===== src/rtl/bikelight_pkg.sv =====
// Shared mode encodings and the mode-cycle helper for the bike light controllers.
package bikelight_pkg;

    localparam int unsigned MODE_W = 4;

    typedef logic [MODE_W-1:0] mode_t;

    localparam logic [3:0] MODE_OFF   = 4'b0001;
    localparam logic [3:0] MODE_ON    = 4'b0010;
    localparam logic [3:0] MODE_BLINK = 4'b0100;
    localparam logic [3:0] MODE_DIM   = 4'b1000;

    // Button-press mode cycle; any illegal encoding recovers to OFF.
    function automatic mode_t next_mode(input mode_t mode);
        mode_t nxt;
        case (mode)
            MODE_OFF:   nxt = MODE_ON;
            MODE_ON:    nxt = MODE_BLINK;
            MODE_BLINK: nxt = MODE_DIM;
            default:    nxt = MODE_OFF;
        endcase
        return nxt;
    endfunction

endpackage


===== src/rtl/bikelight_debounce.sv =====
// Per-button 2-flop synchroniser, counting debouncer and registered rising-edge pulse.
module bikelight_debounce #(
    parameter int unsigned DEB_CYCLES = 16
) (
    input  logic clk,
    input  logic rst_n,
    input  logic din,
    output logic dout,
    output logic rise
);
    localparam int unsigned     CNT_W    = (DEB_CYCLES > 1) ? $clog2(DEB_CYCLES) : 1;
    localparam logic [CNT_W-1:0] CNT_LAST = CNT_W'(DEB_CYCLES - 1);

    logic             r_sync1;
    logic             r_sync2;
    logic             r_deb;
    logic             r_rise;
    logic [CNT_W-1:0] r_cnt;
    logic             w_diff;
    logic             w_accept;

    assign w_diff   = r_sync2 ^ r_deb;
    assign w_accept = w_diff && (r_cnt == CNT_LAST);

    // Any sample matching the current level restarts the stability count.
    always_ff @(posedge clk or negedge rst_n) begin
        if (!rst_n) begin
            r_sync1 <= 1'b0;
            r_sync2 <= 1'b0;
            r_deb   <= 1'b0;
            r_rise  <= 1'b0;
            r_cnt   <= '0;
        end else begin
            r_sync1 <= din;
            r_sync2 <= r_sync1;
            r_rise  <= w_accept & r_sync2;
            if (w_accept) begin
                r_deb <= r_sync2;
                r_cnt <= '0;
            end else if (w_diff) begin
                r_cnt <= r_cnt + CNT_W'(1);
            end else begin
                r_cnt <= '0;
            end
        end
    end

    assign dout = r_deb;
    assign rise = r_rise;

endmodule


===== src/rtl/bikelight_multi.sv =====
// N_CH-channel bike light controller with phase-coherent shared blink and PWM timebases.
// Build option: define BIKELIGHT_LONGPRESS_OFF_EN to force a channel OFF after a long hold.
module bikelight_multi
    import bikelight_pkg::*;
#(
    parameter int unsigned N_CH       = 2,
    parameter int unsigned DEB_CYCLES = 16,
    parameter int unsigned BLINK_HALF = 1024,
    parameter int unsigned PWM_BITS   = 4,
    parameter int unsigned DIM_DUTY   = 4
`ifdef BIKELIGHT_LONGPRESS_OFF_EN
    ,
    parameter int unsigned LONG_CYCLES = 4096
`endif
) (
    input  logic                   clk,
    input  logic                   rst_n,
    input  logic [N_CH-1:0]        btn,
    output logic [MODE_W*N_CH-1:0] state,
    output logic [N_CH-1:0]        led
);
    localparam int unsigned      BLK_W      = (BLINK_HALF > 1) ? $clog2(BLINK_HALF) : 1;
    localparam logic [BLK_W-1:0] BLINK_LAST = BLK_W'(BLINK_HALF - 1);
    localparam int unsigned      CMP_W      = PWM_BITS + 1;
    localparam logic [CMP_W-1:0] DUTY_CMP   = CMP_W'(DIM_DUTY);

    logic [BLK_W-1:0]    r_blink_cnt;
    logic                r_blink_phase;
    logic [PWM_BITS-1:0] r_pwm_cnt;
    logic                w_dim_on;

    // Shared timebases; entering BLINK never restarts them.
    always_ff @(posedge clk or negedge rst_n) begin
        if (!rst_n) begin
            r_blink_cnt   <= '0;
            r_blink_phase <= 1'b0;
            r_pwm_cnt     <= '0;
        end else begin
            r_pwm_cnt <= r_pwm_cnt + PWM_BITS'(1);
            if (r_blink_cnt == BLINK_LAST) begin
                r_blink_cnt   <= '0;
                r_blink_phase <= ~r_blink_phase;
            end else begin
                r_blink_cnt <= r_blink_cnt + BLK_W'(1);
            end
        end
    end

    assign w_dim_on = ({1'b0, r_pwm_cnt} < DUTY_CMP);

    for (genvar g = 0; g < N_CH; g++) begin : g_ch
        logic  w_dout;
        logic  w_rise;
        logic  w_adv;
        logic  w_force_off;
        mode_t r_mode;
        mode_t w_mode_nxt;
        logic  w_led_nxt;
        logic  r_led;

        bikelight_debounce #(
            .DEB_CYCLES(DEB_CYCLES)
        ) u_deb (
            .clk  (clk),
            .rst_n(rst_n),
            .din  (btn[g]),
            .dout (w_dout),
            .rise (w_rise)
        );

        assign w_adv = w_rise & w_dout;

`ifdef BIKELIGHT_LONGPRESS_OFF_EN
        localparam int unsigned       HOLD_W   = $clog2(LONG_CYCLES + 1);
        localparam logic [HOLD_W-1:0] HOLD_MAX = HOLD_W'(LONG_CYCLES);
        localparam logic [HOLD_W-1:0] HOLD_PRE = HOLD_W'(LONG_CYCLES - 1);

        logic [HOLD_W-1:0] r_hold;
        logic              r_long;

        // Hold counter saturates so one long press forces OFF exactly once.
        always_ff @(posedge clk or negedge rst_n) begin
            if (!rst_n) begin
                r_hold <= '0;
                r_long <= 1'b0;
            end else if (w_dout) begin
                r_long <= (r_hold == HOLD_PRE);
                if (r_hold != HOLD_MAX) begin
                    r_hold <= r_hold + HOLD_W'(1);
                end
            end else begin
                r_hold <= '0;
                r_long <= 1'b0;
            end
        end

        assign w_force_off = r_long;
`else
        assign w_force_off = 1'b0;
`endif

        // Mode next-state and LED drive.
        always_comb begin
            w_mode_nxt = r_mode;
            w_led_nxt  = 1'b0;
            if (w_force_off) begin
                w_mode_nxt = MODE_OFF;
            end else if (w_adv) begin
                w_mode_nxt = next_mode(r_mode);
            end
            case (r_mode)
                MODE_ON:    w_led_nxt = 1'b1;
                MODE_BLINK: w_led_nxt = r_blink_phase;
                MODE_DIM:   w_led_nxt = w_dim_on;
                default:    w_led_nxt = 1'b0;
            endcase
        end

        always_ff @(posedge clk or negedge rst_n) begin
            if (!rst_n) begin
                r_mode <= MODE_OFF;
                r_led  <= 1'b0;
            end else begin
                r_mode <= w_mode_nxt;
                r_led  <= w_led_nxt;
            end
        end

        assign state[MODE_W*g +: MODE_W] = r_mode;
        assign led[g]                    = r_led;
    end

endmodule


===== config.mk =====
export PLATFORM = sky130hd
export DESIGN_NAME = bikelight_multi
export DESIGN_NICKNAME = d
export VERILOG_FILES = /design/src/rtl/bikelight_pkg.sv /design/src/rtl/bikelight_debounce.sv /design/src/rtl/bikelight_multi.sv
export SDC_FILE = /design/constraint.sdc
export NUM_CORES = 1
export LEC_CHECK = 0
export CORE_UTILIZATION = 25
export CTS_CLUSTER_DIAMETER = 80
export DETAILED_ROUTE_END_ITERATION = 8
export HOLD_SLACK_MARGIN = 0.03
export REMOVE_ABC_BUFFERS = 1
export SYNTH_ARGS = -nofsm -noshare
export SYNTH_HDL_FRONTEND = slang
export SYNTH_SLANG_ARGS = --single-unit

===== constraint.sdc =====
create_clock -name clk -period 2.7 [get_ports clk]
set_clock_uncertainty 0.1 [all_clocks]
set_input_delay 0.54 -clock clk [delete_from_list [all_inputs] [get_ports clk]]
set_output_delay 0.54 -clock clk [all_outputs]
set_load 0.05 [all_outputs]

* Word-level counts from Yosys, hierarchy flattened
Cells that the tools add are included.
Operators by class: add/subtract/negate cells 4, order comparisons 1, equal/unequal tests 11, multiplexer cells 9, bitwise logic cells 7, reductions and logical operators 2
Operator list (count):
- $pmux 4 s3 | 2
- $eq 4x4->1 const B | 4
- $mux 4 | 4
- $add 4x1->4 const B | 3
- $add 10x1->10 const B | 1
- $eq 10x10->1 const B | 1
- $mux 10 | 1
- $eq 4x1->1 const B | 2
- $eq 4x2->1 const B | 2
- $eq 4x3->1 const B | 2
- $pmux 1 s3 | 2
- $and 1x1->1 | 4
- $lt 4x3->1 const B | 1
- $logic_and 1x1->1 | 2
- $xor 1x1->1 | 2
- $not 1->1 | 1
Word-level totals: register bits 41, bits of input ports 4, output and inout port bits 10, logic and storage cells 51

* Longest topological paths before layout
depth in word-level cells 3, depth in mapped cells 5, mapped depth without buffers 4

* Hierarchy
Synthesis repeated with hierarchy kept, for this count alone.
Second synthesis, totals: cell total of the unflattened synthesis 151, area total of the unflattened synthesis 1810.5 um^2
Modules (own cells, without submodules):
- bikelight_multi | instances 1, cells each 107, area an instance 1177.4 um^2, seq. area each 628.1 um^2
- bikelight_debounce | instances 2, cells each 22, area an instance 316.6 um^2, seq. area each 200.2 um^2

* Worst setup path before layout
Ideal clock, no wire load.
path type register to register, from reg g_ch[1].r_mode[2], to reg g_ch[1].r_led, library setup time 74 ps, arrival 1499 ps, required time 2526 ps, setup slack 1026 ps, cell stages (with the launch flop) 5, path buffers 1, clock period less this slack 1674 ps, cells stage by stage dfrtp_1 buf_6 or4b_1 a21o_1 a21oi_2
On the way: longest elaborated chain between the ends 2, elaborated cells between the ends (all ways) 4, those cells by class eq/ne (3); mux (1)
Ends and longest elaborated chain:
- start, declared | RTL line bikelight_multi.sv:56 | mode_t r_mode;
- start signal, assigned | RTL line bikelight_multi.sv:124 | r_mode <= w_mode_nxt;
- $eq 4x4->1, or another cell as far along | RTL line bikelight_multi.sv:111 | case (r_mode)
- $pmux 1 s3 * | RTL line bikelight_multi.sv:111
- via g_ch[1].w_led_nxt | RTL line bikelight_multi.sv:58 | logic w_led_nxt;
- end signal, assigned | RTL line bikelight_multi.sv:125 | r_led <= w_led_nxt;
- end, declared | RTL line bikelight_multi.sv:59 | logic r_led;
The timed path passes the listed nets; every way through them passes the cells marked *. A chain may end at the register's enable or synchronous reset.

* Worst setup path in the final report
from reg g_ch[1].r_mode[0], to out state[4]
RTL lines:
- end, declared | RTL line bikelight_multi.sv:19 | output logic [MODE_W*N_CH-1:0] state,
No word-level cell between the ends.

==> run_results.csv <==
group,metric,value,unit
worst_setup_path,cp_top_family,"buffers and inverters",
final_layout,final_cell_mix,"dfrtp_1 (39), nor2_1 (14), clkdlybuf4s50_1 (12)",
logic_synthesis,synth_xor_area_share,7.44,%
flow_run,drv_cap,0,
timing,worst_slew_pin_slew,886,ps
place,portBuffers,13,
logic_synthesis,synth_compound_area_share,9.92,%
clock_tree,clk_pin_slew,80,ps
grt,antenna_found_initial,0,
worst_setup_path,path_class,"reg2out",
clock_tree,clock_sinks,41,
logic_synthesis,ys_types,43,
run_status,status,"complete, no violations",
power,power,0.00124,W
worst_setup_path,max_stage_delay,810,ps
route,wl_per_cell,10.5,µm
floorplan,core,6790,µm²
power,p_per_area,586,nW/µm²
timing,post-route-min-period,2330,ps
floorplan,die_h,86.0,µm
grt,grt_pass1_wl,4.92,mm
logic_synthesis,synth_edf_count,0,
grt,grt_usage,8.76,%
final_layout,layout.nets,176,
worst_setup_path,worstPathCellList,"clkdlybuf4s50_1",
logic_synthesis,synth_fa_ha_area_share,2.83,%
worst_setup_path,r2r_start,"g_ch[0].r_mode[0]$_DFFE_PN1P_",
route,drc,0,
worst_setup_path,rrSetupSlack,1250,ps
timing,drv_slew,0,
logic_synthesis,ys_seq_elements,41,
power,leakage,0.895,nW
logic_synthesis,synth_flop_cell,"dfrtp_1",
power,vdd_ir_drop_max,179,µV
route,post_drt_via_cell_ratio,4.31,
place,dp_hpwl,1.89,mm
worst_setup_path,cp_num_buf_inv,1,
logic_synthesis,ys_seq_area_share,58.3,%
worst_setup_path,startpoint_type,"flop",
grt,grt_max_degree,42,
logic_synthesis,netlist_area,1770,µm²
clock_tree,clkLatencyLatePin,290,ps
worst_setup_path,cp_slowest_cell,"clkdlybuf4s50_1",
worst_setup_path,worst_setup_path_end_kind,"primary output",
timing,relSlewSlack,40.9,%
clock_tree,cts_resized,0,
logic_synthesis,async_flop_share,100,%
worst_setup_path,worstPathRequired,2060,ps
route,ant_nets,0,
route,drt-initial-drc-count,45,
worst_hold_path,min_path_type,"in2async",
timing,setup-tns-final,0,ps
clock_tree,cts.path.max_buffers,2,
clock_tree,cts_setup_buffers,0,
final_layout,final_common_cell,"dfrtp_1",
worst_setup_path,reg2regPathDepth,3,
clock_tree,htree_levels,2,
timing,setup_viol,0,
floorplan,rows,30,
final_layout,antennaDiodeCount,0,
route,dr.pass1.iters,4,
final_layout,area_growth,19.6,%
timing,period_share,86.3,%
final_layout,drive_gt1_share,8.28,%
floorplan,die_area,7400,µm²
timing,fmaxAchievable,429,MHz
route,routed_wl,2.79,mm
clock_tree,cts_tree,"yes",
grt,overflow,0,
logic_synthesis,synth_top_family_by_area,"simple AND/OR/NAND/NOR gates",
clock_tree,numCtsBuffers,5,
route,vias,1142,
logic_synthesis,synth_cells,153,
timing,rsz0062_at_grt,"false",
worst_setup_path,path_max_fanout,6,
logic_synthesis,yosys_warnings,0,
clock_tree,hold_buffers,0,
floorplan,die_x,86.0,µm
place,place.gp.congestion,0.802,
logic_synthesis,yosys.area_share.simple,16.9,%
floorplan,io_pins,14,
timing,hold_viol,0,
floorplan,start_util,26.0,%
logic_synthesis,syn_avg_cell_area,11.5,µm²
worst_setup_path,reg2reg_to,"g_ch[0].r_mode[1]$_DFFE_PN0P_",
clock_tree,cts-root-buf,"clkbuf_8",
grt,grt_pass1_vias,1067,
final_layout,nFillCells,698,
logic_synthesis,synthMuxAreaShare,1.28,%
worst_setup_path,cp.arrival,1690,ps
## stage by stage
step	worst slack [ps]	area [µm²]	instances	util (%)	hold WS, ps
after global routing	335	2110	265	31.1	271
after global placement	700	1980	257	29.1	245
after detailed placement	688	1980	257	29.1	239
after CTS	358	2110	265	31.1	268
final	369	2110	265	31.1	262
after floorplan	1080	1730	148	-	144
## how the worst max path moves through the flow
stage | endpoint | slack, ps | depth (start not counted) | start
floorplan | g_ch[0].r_mode[1]$_DFFE_PN0P_ | 1080 | 3 | g_ch[0].r_mode[0]$_DFFE_PN1P_
global placement | state[4] | 700 | 1 | g_ch[1].r_mode[0]$_DFFE_PN1P_
detailed placement | state[4] | 690 | 1 | g_ch[1].r_mode[0]$_DFFE_PN1P_
CTS | state[4] | 360 | 1 | g_ch[1].r_mode[0]$_DFFE_PN1P_
global route | state[4] | 340 | 1 | g_ch[1].r_mode[0]$_DFFE_PN1P_
finish | state[4] | 370 | 1 | g_ch[1].r_mode[0]$_DFFE_PN1P_
## registers in the layout, summed over array words and instances, names as in the netlist
register / flops
g_ch.u_deb.r_cnt: 8
g_ch.u_deb.r_sync2: 2
g_ch.r_mode: 8
g_ch.u_deb.r_sync1: 2
r_blink_cnt: 10
g_ch.r_led: 2
g_ch.u_deb.rise: 2
r_pwm_cnt: 4
r_blink_phase: 1
g_ch.u_deb.dout: 2
## where the power goes
group,switching [W],total (W),internal [W],leakage [nW]
Sequential,0.00000678,0.000631,0.000624,0.533
Clock,0.000208,0.000575,0.000367,0.0681
Combinational,0.0000191,0.0000308,0.0000117,0.294
Total,0.000234,0.00124,0.00100,0.895
## area by class of cell
class | instances | area (µm²) | share of cell area, %
Tap cell | 96 | 120 | 5.69
Multi-Input combinational cell | 100 | 677 | 32.1
Inverter | 7 | 26.3 | 1.24
Clock inverter | 3 | 65.1 | 3.08
Timing Repair Buffer | 13 | 125 | 5.93
Sequential cell | 41 | 1030 | 48.7
Clock buffer | 5 | 68.8 | 3.26
## cells by family after synthesis
logic type      count (synthesis)
compound gates                 24
xor+xnor                       15
fa+ha+maj                       4
buf+inv                        12
flops                          41
mux                             2
simple gates                   55
## synthesized netlist by cell type (2+ instances only)
cell type / count / area, µm²
a21o_1: 3 / 22.5
a22o_1: 2 / 17.5
inv_1: 7 / 26.3
nand2b_1: 2 / 12.5
o21ai_0: 3 / 15.0
nand3b_1: 2 / 15.0
dfrtp_1: 39 / 976
xnor2_1: 10 / 87.6
nor2_1: 14 / 52.6
o41ai_1: 2 / 17.5
xor2_1: 5 / 43.8
nand3_1: 11 / 55.1
buf_4: 2 / 15.0
o31ai_1: 2 / 15.0
nor3b_1: 2 / 15.0
clkbuf_1: 2 / 7.51
ha_1: 4 / 50.1
a21oi_1: 3 / 15.0
mux2_2: 2 / 22.5
nand2_1: 9 / 33.8
or4b_1: 2 / 20.0
and4_1: 2 / 17.5
dfstp_2: 2 / 52.6
nand4_1: 2 / 12.5
## per-layer routing
layer  wire length (µm)  GRT usage (%)
met1               1400           11.4
met2               1190           12.7
met3                136           3.18
met4                 67           4.55
met5                  0              0
Power figures use the tool's default switching activity.
